**src/rtl/gain_scale_sat_if.sv**
```systemverilog
// Valid/ready bundle for gain_scale_sat: sample+gain in, saturated result out.
// slave is the block side, master is the driver/consumer side.
interface gain_scale_sat_if #(
    parameter int A_W   = 16,
    parameter int G_W   = 16,
    parameter int OUT_W = 16
);
    logic                    in_valid;
    logic                    in_ready;
    logic signed [A_W-1:0]   in_a;
    logic        [G_W-1:0]   in_g;
    logic                    out_valid;
    logic                    out_ready;
    logic signed [OUT_W-1:0] out_y;
    logic                    out_sat;

    modport slave (
        input  in_valid, in_a, in_g, out_ready,
        output in_ready, out_valid, out_y, out_sat
    );

    modport master (
        output in_valid, in_a, in_g, out_ready,
        input  in_ready, out_valid, out_y, out_sat
    );
endinterface

```
**src/rtl/gain_scale_sat.sv**
```systemverilog
// Two-stage signed*unsigned gain, arithmetic shift and saturation.
// Define GAIN_SCALE_ROUND_EN to round half up before the shift.
module gain_scale_sat #(
    parameter int A_W   = 16,
    parameter int G_W   = 16,
    parameter int SHIFT = 8,
    parameter int OUT_W = 16
) (
    input logic             clk,
    input logic             rst_n,
    gain_scale_sat_if.slave io
);
    localparam int P_W = A_W + G_W + 1;
    localparam int S_W = P_W + 1;

    localparam logic signed [S_W-1:0] MAX_V =
        {{(S_W-OUT_W+1){1'b0}}, {(OUT_W-1){1'b1}}};
    localparam logic signed [S_W-1:0] MIN_V =
        {{(S_W-OUT_W+1){1'b1}}, {(OUT_W-1){1'b0}}};

`ifdef GAIN_SCALE_ROUND_EN
    localparam int RND_SH = (SHIFT > 0) ? SHIFT - 1 : 0;
    localparam logic signed [S_W-1:0] RND_V =
        (SHIFT > 0) ? (S_W'(1) <<< RND_SH) : '0;
`else
    localparam logic signed [S_W-1:0] RND_V = '0;
`endif

    logic signed [P_W-1:0]   prod_d;
    logic signed [P_W-1:0]   prod_q;
    logic                    s1_valid_q;
    logic                    out_valid_q;
    logic                    out_sat_d;
    logic                    out_sat_q;
    logic signed [OUT_W-1:0] out_y_d;
    logic signed [OUT_W-1:0] out_y_q;
    logic                    s1_adv;
    logic                    s2_adv;
    logic signed [S_W-1:0]   ext_s;
    logic signed [S_W-1:0]   rnd_s;
    logic signed [S_W-1:0]   shf_s;

    // Gain gets a zero MSB so it is never read as negative.
    assign prod_d = P_W'($signed(io.in_a))
                  * P_W'($signed({1'b0, io.in_g}));

    assign s2_adv = !out_valid_q || io.out_ready;
    assign s1_adv = !s1_valid_q || s2_adv;

    assign io.in_ready  = s1_adv;
    assign io.out_valid = out_valid_q;
    assign io.out_y     = out_y_q;
    assign io.out_sat   = out_sat_q;

    assign ext_s = S_W'(prod_q);
    assign rnd_s = ext_s + RND_V;
    assign shf_s = rnd_s >>> SHIFT;

    always_comb begin
        out_sat_d = 1'b0;
        out_y_d   = OUT_W'(shf_s);
        if (shf_s > MAX_V) begin
            out_sat_d = 1'b1;
            out_y_d   = OUT_W'(MAX_V);
        end else if (shf_s < MIN_V) begin
            out_sat_d = 1'b1;
            out_y_d   = OUT_W'(MIN_V);
        end
    end

    always_ff @(posedge clk or negedge rst_n) begin
        if (!rst_n) begin
            s1_valid_q <= 1'b0;
            prod_q     <= '0;
        end else if (s1_adv) begin
            s1_valid_q <= io.in_valid;
            if (io.in_valid) begin
                prod_q <= prod_d;
            end
        end
    end

    always_ff @(posedge clk or negedge rst_n) begin
        if (!rst_n) begin
            out_valid_q <= 1'b0;
            out_sat_q   <= 1'b0;
            out_y_q     <= '0;
        end else if (s2_adv) begin
            out_valid_q <= s1_valid_q;
            if (s1_valid_q) begin
                out_y_q   <= out_y_d;
                out_sat_q <= out_sat_d;
            end
        end
    end
endmodule

```
**src/flat_wrapper.sv**
```systemverilog
// flat-port wrapper written by rule: the top's interface ports become plain ports
module gain_scale_sat_flat 
#(
    parameter int A_W   = 16,
    parameter int G_W   = 16,
    parameter int SHIFT = 8,
    parameter int OUT_W = 16
)
  (clk, rst_n, io_in_valid, io_in_a, io_in_g, io_out_ready, io_in_ready, io_out_valid, io_out_y, io_out_sat);
  gain_scale_sat_if #(.A_W(A_W), .G_W(G_W), .OUT_W(OUT_W)) io_i ();
  input logic clk;
  input logic rst_n;
  input wire logic [$bits(io_i.in_valid)-1:0] io_in_valid;
  input wire logic [$bits(io_i.in_a)-1:0] io_in_a;
  input wire logic [$bits(io_i.in_g)-1:0] io_in_g;
  input wire logic [$bits(io_i.out_ready)-1:0] io_out_ready;
  output wire logic [$bits(io_i.in_ready)-1:0] io_in_ready;
  output wire logic [$bits(io_i.out_valid)-1:0] io_out_valid;
  output wire logic [$bits(io_i.out_y)-1:0] io_out_y;
  output wire logic [$bits(io_i.out_sat)-1:0] io_out_sat;
  assign io_i.in_valid = io_in_valid;
  assign io_i.in_a = io_in_a;
  assign io_i.in_g = io_in_g;
  assign io_i.out_ready = io_out_ready;
  assign io_in_ready = io_i.in_ready;
  assign io_out_valid = io_i.out_valid;
  assign io_out_y = io_i.out_y;
  assign io_out_sat = io_i.out_sat;
  gain_scale_sat #(.A_W(A_W), .G_W(G_W), .SHIFT(SHIFT), .OUT_W(OUT_W)) u_core (.clk(clk), .rst_n(rst_n), .io(io_i));
endmodule
```
**config.mk**
```make
export PLATFORM = sky130hd
export DESIGN_NAME = gain_scale_sat_flat
export DESIGN_NICKNAME = d
export VERILOG_FILES = /design/src/rtl/gain_scale_sat_if.sv /design/src/rtl/gain_scale_sat.sv /design/src/flat_wrapper.sv
export SDC_FILE = /design/constraint.sdc
export NUM_CORES = 1
export LEC_CHECK = 0
export CAP_MARGIN = 20
export CORE_UTILIZATION = 61
export CTS_CLUSTER_DIAMETER = 30
export DETAILED_ROUTE_END_ITERATION = 6
export PLACE_DENSITY = 0.81
export SETUP_SLACK_MARGIN = 0.1
export SYNTH_ARGS = -nofsm -noshare
export SYNTH_HDL_FRONTEND = slang
export SYNTH_SLANG_ARGS = --single-unit
export TNS_END_PERCENT = 100
```
**constraint.sdc**
```tcl
create_clock -name clk -period 2.8 [get_ports clk]
set_input_delay 0.42 -clock clk [delete_from_list [all_inputs] [get_ports clk]]
set_output_delay 0.42 -clock clk [all_outputs]
set_load 0.005 [all_outputs]
```
==> reports/qor.csv <==
stage;metric;value;unit
global_routing;first-pass GRT wire length;55.38;mm
logic_synthesis;synthesis-stage register bit count;44;
logic_synthesis;distinct cell type count after synthesis;55;
logic_synthesis;prevailing post-synth register cell;dfrtp_1;
placement;gpl congestion;0.9128;
logic_synthesis;post-synthesis average cell area;8.738;um2
run_status;status;finished, violations left;
routing;initial DRC count;1856;
worst_setup_path;Crit path required time;2.96;ns
global_routing;initial antenna violation count;2;
placement;PortBufs;54;
layout;final instance area;14410;um2
timing;relative slew slack;33.17;%
worst_setup_path;Worst Setup SP;io_in_a[8];
logic_synthesis;cell count after synthesis;1205;
run;MaxCap Viol Count;0;
worst_setup_path;critical path arrival;6.98;ns
die;Die Y;133.4;um
worst_setup_path;Worst setup EP type;register;
timing;post-route setup slack;-4.017;ns
global_routing;grt ovf;0;
worst_setup_path;CP Class;in -> reg;
clock_network;Max H-tree Level;2;
layout;Syn-to-layout area delta;36.83;%
clock_network;clock sinks;44;
logic_synthesis;ys async rst share;100.0;%
clock_network;CTS tree;built;
logic_synthesis;Synth Cell Area;10530;um2
layout;Final Net Count;1792;
logic_synthesis;Post-synth EDFFs;0;
clock_network;Clock Tree Root;clkbuf_16;
logic_synthesis;Synth top area share;36.70;%
timing;slew at the pin with the worst max-slew slack;1.002;ns
global_routing;vias in the first global route;11193;
worst_setup_path;slowest cell on the critical path;fa_1;
run_status;failing checks;DRC, setup timing;
timing;Pins Over Slew Limit;0;
clock_network;Clock transition at path regs;0.07;ns
routing;residual DRC count;33;
layout;layout cell share with drive strength beyond 1;32.53;%
die;area of the die;17790;um2
global_routing;gr usage total;40.61;%
routing;Total Routed Length;46.85;mm
worst_setup_path;CP cell instances;clkdlybuf4s15_2 -> buf_4 -> nand2_1 -> fa_1 -> inv_1 -> fa_1 -> ha_1 -> fa_1 -> fa_1 -> inv_2 -> fa_1 -> inv_2 -> ha_4 -> a21oi_4 -> nand2_4 -> a21oi_1 -> nor3_2 -> buf_4 -> buf_6 -> a21boi_4 -> xor2_1 -> o21ai_1;
timing;fin crit period;6.817;ns
logic_synthesis;synth top area cells;fa_1 (37%), ha_1 (14%), dfrtp_1 (10%);
clock_network;clk buf depth;2;
die;# rows;47;
worst_setup_path;Slowest Stage Delay on Critical Path;0.77;ns
worst_setup_path;Max FO, Critical Path;7;
timing;final setup fails;25;
timing;fin crit share;243.5;%
worst_setup_path;Most Frequent Cell on Critical Path;fa_1;
placement;Cell Area, Placed;12540;um2
logic_synthesis;largest area contributor in the netlist;fa_1;
die;Starting Density;63.04;%
worst_setup_path;CP Launch Type;input port;
die;chip width;133.4;um
logic_synthesis;most frequent cell after synthesis;inv_1;
timing;unrepaired setup endpoints after global routing;yes;
timing;Final Hold Viols;0;
routing;Pre-antenna DRT Iters;7;
worst_hold_path;type of the worst min-delay path;in -> async;
die;core area;16700;um2
logic_synthesis;syn nets;1553;
die;num ports;55;
clock_network;total CTS buffers;5;
clock_network;worst skew pair latency;0.29;ns
routing;DR vias;11324;
placement;Post-DP HPWL;21.56;mm
logic_synthesis;Seq/Total Area, Yosys;10.46;%
clock_network;Hold-fix buffers, CTS;0;
timing;Clock Skew;0.01041;ns
routing;vias per cell;6.797;
timing;FMAX;146.7;MHz
worst_setup_path;Buf/Inv on CP;7;
worst_setup_path;CP delay by family, top;adder cells;
worst_setup_path;R2R Path Start;u_core.prod_q[23];
routing;WL/cell;28.12;um
global_routing;largest net degree at the start of global routing;45;
logic_synthesis;synth cell count leaders;inv_1 (246), fa_1 (193), nand2_1 (185);
routing;Detail Route Antenna Nets;0;
logic_synthesis;total of warnings raised by yosys;0;
==> flip-flops by register name (all words and copies together) (netlist names) <==
register and count:
u_core.io.out_y 16, u_core.io.out_valid 1, u_core.s1_valid_q 1, u_core.io.out_sat 1, u_core.prod_q 25
==> routing by layer <==
layer | vias to the layer above | track usage, % | part of all wire (%)
met5 | - | 0 | 0.16
met4 | 2 | 28.66 | 13
met3 | 632 | 5.518 | 16
met2 | 1254 | 71.76 | 43
met1 | 5257 | 45.26 | 28
li1 | 4179 | - | -
==> cell families after synthesis <==
kind of cell,after synthesis,synth area share (%)
flops,44,10.46
fa+ha+maj,312,50.84
mux,2,0.2020
simple gates,375,17.36
xor+xnor,23,1.913
buf+inv,300,10.75
compound gates,149,8.473
==> path summary, 6_finish.rpt <==
check / to / slack [ns] / cells past startpoint
worst max-delay path: u_core.prod_q[20] / -4.02 / 22
worst min-delay path: u_core.prod_q[14] / 0.29 / 1
worst max register to register: u_core.io.out_y[13] / 1.02 / 5
worst min register to register: u_core.io.out_valid / 0.52 / 1
max in group asynchronous: u_core.io.out_y[12] / 1.87 / 1
min in group clk: u_core.io.out_valid / 0.52 / 1
==> through the flow <==
step | TNS, ns | utilization [%] | cells | hold WS (ns) | setup WS (ns)
final | -83.57 | 86.26 | 1666 | 0.2932 | -4.017
after global routing | -85.00 | 86.25 | 1665 | 0.3695 | -4.047
after CTS | -61.84 | 82.79 | 1642 | 0.3127 | -2.835
after detailed placement | -82.49 | 75.10 | 1580 | 0.4691 | -3.570
after global placement | -80.01 | 75.10 | 1580 | 0.4644 | -3.466
after floorplan | -56.83 | - | 1205 | 0.1244 | -2.693
==> cell usage in the layout, fill, tap and decap left out, drive strengths merged, types with 12 or more instances in the layout <==
cell type / n
buf: 243
a21oi: 51
o21ai: 51
nand2: 186
inv: 247
nand4: 15
nor2: 21
ha: 119
a21o: 14
and2: 115
fa: 193
dfrtp: 44
xnor2: 12
clkdlybuf4s50: 22
==> layout make-up <==
cell class	instances	area (um2)
diodes	1	2.502
clock buffers	8	146.4
fillers	712	2295
inverters	247	929.6
multi-input cells	861	9364
flip-flops and latches	44	1101
well taps	220	275.3
repair buffers	285	2587
==> repair_timing <==
action | 4_1_cts | 5_1_grt
gates cloned | 1 | 0
resized for setup | 268 | 106
buffers inserted | 53 | 24
setup endpoints to repair | 25 | 25
pin swaps | 113 | 83
Power is left out: the tool's default activity adds up to more than one toggle a clock period on the data nets, which glitch-free logic cannot reach.
